==> config.mk <==
export PLATFORM = sky130hd
export DESIGN_NAME = svo_pong_sched
export DESIGN_NICKNAME = d
export VERILOG_FILES = /design/src/rtl/svo_pong_sched.sv
export SDC_FILE = /design/constraint.sdc
export NUM_CORES = 1
export LEC_CHECK = 0
export ABC_AREA = 1
export BUFFER_PORTS_ARGS = -buffer_cell sky130_fd_sc_hd__buf_2
export CAP_MARGIN = 25
export CELL_PAD_IN_SITES_DETAIL_PLACEMENT = 0
export CELL_PAD_IN_SITES_GLOBAL_PLACEMENT = 2
export CORE_UTILIZATION = 36
export DETAILED_ROUTE_END_ITERATION = 6
export PLACE_DENSITY_LB_ADDON = 0.1
export SYNTH_ARGS = -nofsm -noshare
export SYNTH_HDL_FRONTEND = slang
export SYNTH_SLANG_ARGS = --single-unit
export TNS_END_PERCENT = 5
==> constraint.sdc <==
create_clock -name clk -period 4.33 [get_ports clk]
set_clock_uncertainty 0.05 [all_clocks]
set_input_delay 0.433 -clock clk [delete_from_list [all_inputs] [get_ports clk]]
set_output_delay 0.433 -clock clk [all_outputs]
set_load 0.05 [all_outputs]
==> src/rtl/svo_pong_sched.sv <==
// Frame-synchronous pong game sequencer: derives game ticks and serve
// pulses from the video stream start-of-frame, and tracks score and pause.
module svo_pong_sched #(
   parameter int SERVE_FRAMES = 60,
   parameter int TICK_DIV     = 1,
   parameter int WIN_SCORE    = 11,
   parameter int SCORE_BITS   = 4
) (
   input  logic                  clk,
   input  logic                  reset,
   input  logic                  vid_tvalid,
   input  logic                  vid_tready,
   input  logic                  vid_tuser,
   input  logic                  miss_left,
   input  logic                  miss_right,
   input  logic                  btn_start,
   input  logic                  btn_pause,
   output logic                  game_tick,
   output logic                  serve,
   output logic                  serve_dir,
   output logic [SCORE_BITS-1:0] score_left,
   output logic [SCORE_BITS-1:0] score_right,
   output logic [2:0]            state,
   output logic                  paused,
   output logic                  game_over
);

   localparam logic [2:0] ST_ATTRACT = 3'd0;
   localparam logic [2:0] ST_SERVE   = 3'd1;
   localparam logic [2:0] ST_PLAY    = 3'd2;
   localparam logic [2:0] ST_POINT   = 3'd3;
   localparam logic [2:0] ST_OVER    = 3'd4;

   localparam logic [7:0] SF_LAST = 8'(SERVE_FRAMES - 1);
   localparam logic [3:0] TD_LAST = 4'(TICK_DIV - 1);
   localparam logic [SCORE_BITS-1:0] WIN   = SCORE_BITS'(WIN_SCORE);
   localparam logic [SCORE_BITS-1:0] S_ONE = SCORE_BITS'(1);

   logic [2:0]            state_q, state_d;
   logic [7:0]            cnt_q, cnt_d;
   logic [3:0]            div_q, div_d;
   logic [SCORE_BITS-1:0] sl_q, sl_d;
   logic [SCORE_BITS-1:0] sr_q, sr_d;
   logic                  dir_q, dir_d;
   logic                  paused_q, paused_d;
   logic                  tick_q, tick_d;
   logic                  serve_q, serve_d;
   logic [1:0]            start_sync_q, pause_sync_q;
   logic                  start_prev_q, pause_prev_q;

   logic sof, start_e, pause_e;

   assign sof     = vid_tvalid & vid_tready & vid_tuser;
   assign start_e = start_sync_q[1] & ~start_prev_q;
   assign pause_e = pause_sync_q[1] & ~pause_prev_q;

   always_comb begin
      state_d  = state_q;
      cnt_d    = cnt_q;
      div_d    = div_q;
      sl_d     = sl_q;
      sr_d     = sr_q;
      dir_d    = dir_q;
      paused_d = paused_q;
      tick_d   = 1'b0;
      serve_d  = 1'b0;
      unique case (state_q)
         ST_ATTRACT: begin
            tick_d = sof;
            if (start_e) begin
               sl_d    = '0;
               sr_d    = '0;
               cnt_d   = '0;
               dir_d   = 1'b1;
               state_d = ST_SERVE;
            end
         end
         ST_SERVE: begin
            if (pause_e) paused_d = ~paused_q;
            if (sof && !paused_q) begin
               if (cnt_q == SF_LAST) begin
                  cnt_d   = '0;
                  div_d   = '0;
                  serve_d = 1'b1;
                  state_d = ST_PLAY;
               end else begin
                  cnt_d = cnt_q + 8'd1;
               end
            end
         end
         ST_PLAY: begin
            if (pause_e) paused_d = ~paused_q;
            if (sof && !paused_q) begin
               if (div_q == TD_LAST) begin
                  tick_d = 1'b1;
                  div_d  = '0;
               end else begin
                  div_d = div_q + 4'd1;
               end
            end
            // a miss is scored even while paused; both at once is a let
            if (miss_left || miss_right) begin
               state_d  = ST_POINT;
               paused_d = 1'b0;
               if (miss_left && !miss_right) begin
                  if (sr_q != WIN) sr_d = sr_q + S_ONE;
                  dir_d = 1'b0;
               end else if (miss_right && !miss_left) begin
                  if (sl_q != WIN) sl_d = sl_q + S_ONE;
                  dir_d = 1'b1;
               end
            end
         end
         ST_POINT: begin
            if (sof) begin
               if (sl_q == WIN || sr_q == WIN) begin
                  state_d = ST_OVER;
               end else begin
                  state_d = ST_SERVE;
                  cnt_d   = '0;
               end
            end
         end
         ST_OVER: begin
            if (start_e) begin
               sl_d    = '0;
               sr_d    = '0;
               cnt_d   = '0;
               dir_d   = 1'b1;
               state_d = ST_SERVE;
            end
         end
         default: begin
            state_d  = ST_ATTRACT;
            paused_d = 1'b0;
         end
      endcase
   end

   always_ff @(posedge clk or posedge reset) begin
      if (reset) begin
         state_q      <= ST_ATTRACT;
         cnt_q        <= '0;
         div_q        <= '0;
         sl_q         <= '0;
         sr_q         <= '0;
         dir_q        <= 1'b1;
         paused_q     <= 1'b0;
         tick_q       <= 1'b0;
         serve_q      <= 1'b0;
         start_sync_q <= '0;
         pause_sync_q <= '0;
         start_prev_q <= 1'b0;
         pause_prev_q <= 1'b0;
      end else begin
         state_q      <= state_d;
         cnt_q        <= cnt_d;
         div_q        <= div_d;
         sl_q         <= sl_d;
         sr_q         <= sr_d;
         dir_q        <= dir_d;
         paused_q     <= paused_d;
         tick_q       <= tick_d;
         serve_q      <= serve_d;
         start_sync_q <= {start_sync_q[0], btn_start};
         pause_sync_q <= {pause_sync_q[0], btn_pause};
         start_prev_q <= start_sync_q[1];
         pause_prev_q <= pause_sync_q[1];
      end
   end

   assign game_tick   = tick_q;
   assign serve       = serve_q;
   assign serve_dir   = dir_q;
   assign score_left  = sl_q;
   assign score_right = sr_q;
   assign state       = state_q;
   assign paused      = paused_q;
   assign game_over   = (state_q == ST_OVER);

endmodule

==> run_results.csv <==
group,metric,value,unit
status,status,"completed",
floorplan,die_area,0.00569,mm2
drt,wl_per_cell,12.0,um
global_routing,first_global_vias,1505,
clocking,cts_setup_buffers,0,
synthesis,avgSynthCellArea,8.06,um2
floorplan,rows,26,
synthesis,synthTopCellsByArea,"dfrtp_1 (41%), nand2_1 (13%), nand3_1 (6.4%)",
floorplan,die_y,75.5,um
floorplan,ios,25,
clocking,clk_latency,290,ps
drt,drc_errors,0,
synthesis,synthFlopType,"dfrtp_1",
drt,vias_per_cell,4.65,
synthesis,ys_top_cells_by_count,"nand2_1 (68), dfrtp_1 (32), nand3_1 (25), nor2_1 (24), inv_1 (21)",
sta,tns,0,ps
finish,drive_gt1_share,21.9,%
synthesis,seq_area_frac_synth,42.6,%
synthesis,ys_warn_count,0,
worst_setup_path,required,3850,ps
sta,max_freq,494,MHz
place,place_congestion,0.709,
worst_setup_path,worst_setup_path_start_kind,"register",
sta,slew_headroom,71.0,%
floorplan,initial_core_util,37.8,%
floorplan,fp.dieW,75.5,um
sta,slew_violations,0,
sta,hold_viol,0,
global_routing,grt_antenna_before_repair,0,
clocking,clkSinkCount,33,
worst_setup_path,cp_slowest_stage_delay,490,ps
synthesis,syn_area,0.00194,mm2
place,place_ws,2610,ps
drt,ant_nets,0,
clocking,cts-htree-levels,2,
synthesis,synth_top_area_share,41.2,%
worst_setup_path,cp-end-kind,"output pin",
drt,first_pass_iters,4,
synthesis,synth_top_area_cell,"dfrtp_1",
global_routing,gr-total-overflow,0,
sta,rsz0062_at_grt,"false",
sta,setup_violations,0,
synthesis,synth_cells,241,
clocking,cts_tree,"built",
global_routing,grt_pass1_wl,6.87,mm
run,drv_cap,0,
sta,min_period,2020,ps
finish,fin_nets,286,
clocking,clockBufferDepth,2,
global_routing,grt_start_max_net_pins,34,
clocking,clk_pin_slew,70,ps
place,io_buffer_count,24,
finish,n_antenna_cell,0,
sta,worst_slack,2310,ps
floorplan,core-area,0.00514,mm2
synthesis,async_reset_ff_share,100,%
synthesis,synth-seq-cells,33,
worst_setup_path,arrival,1540,ps
worst_setup_path,critPathKind,"reg2out",
worst_setup_path,cpMaxStageDelayCell,"dfrtp_1",
global_routing,grt.total_usage,16.2,%
worst_setup_path,path_cells,"inv_1 -> nand2_1 -> nor2_1 -> buf_2",
power_and_ir_drop,p_leak,1.09,nW
clocking,ctsRootBufferMaster,"clkbuf_8",
drt,via_count,1578,
clocking,cts_made_buffers,5,
drt,first_iter_violations,47,
worst_setup_path,critPathMaxFanout,11,
power_and_ir_drop,vdd_drop_max,0.283,mV
synthesis,yosysMostFrequentCell,"nand2_1",
synthesis,synthDistinctLibCells,29,
place,dp_hpwl,2.84,mm
finish,area_delta_synth_final,13.2,%
clocking,holdBufCountCts,0,
synthesis,synth_edf_count,0,
synthesis,syn-num-nets,258,
drt,totalWireLength,4.06,mm
sta,fin_crit_sh,46.7,%
min_path,holdCritPathClass,"in2async",
clocking,ctsResizeCount,0,
power_and_ir_drop,powerDensity,629,mW/mm2
sta,tightest_slew,436,ps
-- kinds of logic after synthesis --
family,synth area share [%]
AO/OA/AOI/OAI,8.95
adder cells (fa/ha/maj),5.15
buffers and inverters,6.95
XOR/XNOR,1.80
AND/OR/NAND/NOR,34.6
flip-flops,42.6
-- through the flow --
| step | power [mW] | utilization (%) | hold WS (ps) | std cells | cell area [um2] |
|---|---|---|---|---|---|
| 2_1_floorplan | 1.05 | - | 281 | 241 | 1940 |
| 3_3_place_gp | 1.17 | 41.1 | 289 | 332 | 2110 |
| 3_5_place_dp | 1.16 | 41.1 | 291 | 332 | 2110 |
| 4_1_cts | 1.41 | 42.8 | 193 | 339 | 2200 |
| 5_1_grt | 1.51 | 42.8 | 191 | 339 | 2200 |
| 6_report | 1.38 | 42.8 | 190 | 339 | 2200 |
-- final timing paths --
path                       slack, ps              end  cells after the start            start
setup / recovery                2310        game_over                      4         state[1]
hold / removal                   190         cnt_q[5]                      3            reset
setup reg to reg                2630         cnt_q[6]                      7         state[1]
hold reg to reg                  310  pause_sync_q[1]                      0  pause_sync_q[0]
max in group asynchronous       3690        serve_dir                      3            reset
min in group clk                 200  pause_sync_q[0]                      1        btn_pause
-- power by group --
group	internal [mW]	switching, mW
registers	0.371	0.0718
clock network	0.126	0.111
logic	0.196	0.506
-- layout make-up --
cell class / instances / area, um2
Fill cell: 586 / 2940
Clock buffer: 7 / 86.3
Multi-Input combinational cell: 180 / 981
Inverter: 24 / 90.1
Tap cell: 70 / 87.6
Timing Repair Buffer: 25 / 128
Sequential cell: 33 / 827
-- flip-flops by register name, summed over array words and instances, names as in the netlist --
register	flops
paused	1
pause_sync_q	2
score_left	4
serve	1
game_tick	1
score_right	4
serve_dir	1
div_q	4
cnt_q	8
start_prev_q	1
start_sync_q	2
state	3
pause_prev_q	1
-- routing by layer --
layer / part of all wire (%) / GRT usage, % / vias to the layer above
met5: 0 / 0 / -
met4: 0.76 / 4.94 / 0
met3: 3.4 / 5.03 / 4
met2: 45 / 24.9 / 16
met1: 51 / 21.8 / 724
li1: - / - / 834
-- layout by cell type, fill, tap and decap left out --
cell | Yosys | routed
xor2_1 | 3 | 3
nand2_1 | 68 | 68
o21ai_2 | 7 | 7
nand3_2 | 3 | 3
a21oi_1 | 2 | 2
nor4_1 | 1 | 1
o21ai_1 | 6 | 6
clkbuf_1 | 0 | 1
nand2_2 | 8 | 8
inv_2 | 2 | 2
nor2_4 | 3 | 3
inv_1 | 21 | 21
clkinv_1 | 1 | 1
buf_4 | 1 | 1
nand4_1 | 3 | 3
buf_2 | 0 | 24
clkbuf_8 | 0 | 6
or2_2 | 2 | 2
o21bai_2 | 1 | 1
nor2_1 | 24 | 24
ha_1 | 8 | 8
dfstp_2 | 1 | 1
nand3b_4 | 1 | 1
dfrtp_1 | 32 | 32
o32ai_1 | 1 | 1
o21bai_1 | 3 | 3
nand3b_1 | 4 | 4
nand3_1 | 25 | 25
o21ai_0 | 6 | 6
xnor2_1 | 1 | 1
-- critical path: cells and delay by family, from the launching register on --
kind,cells,cell delay (ps)
AND/OR/NAND/NOR,2,390
flip-flops,1,490
buffers and inverters,2,380
Note: power is estimated with default switching activity, not from simulation.
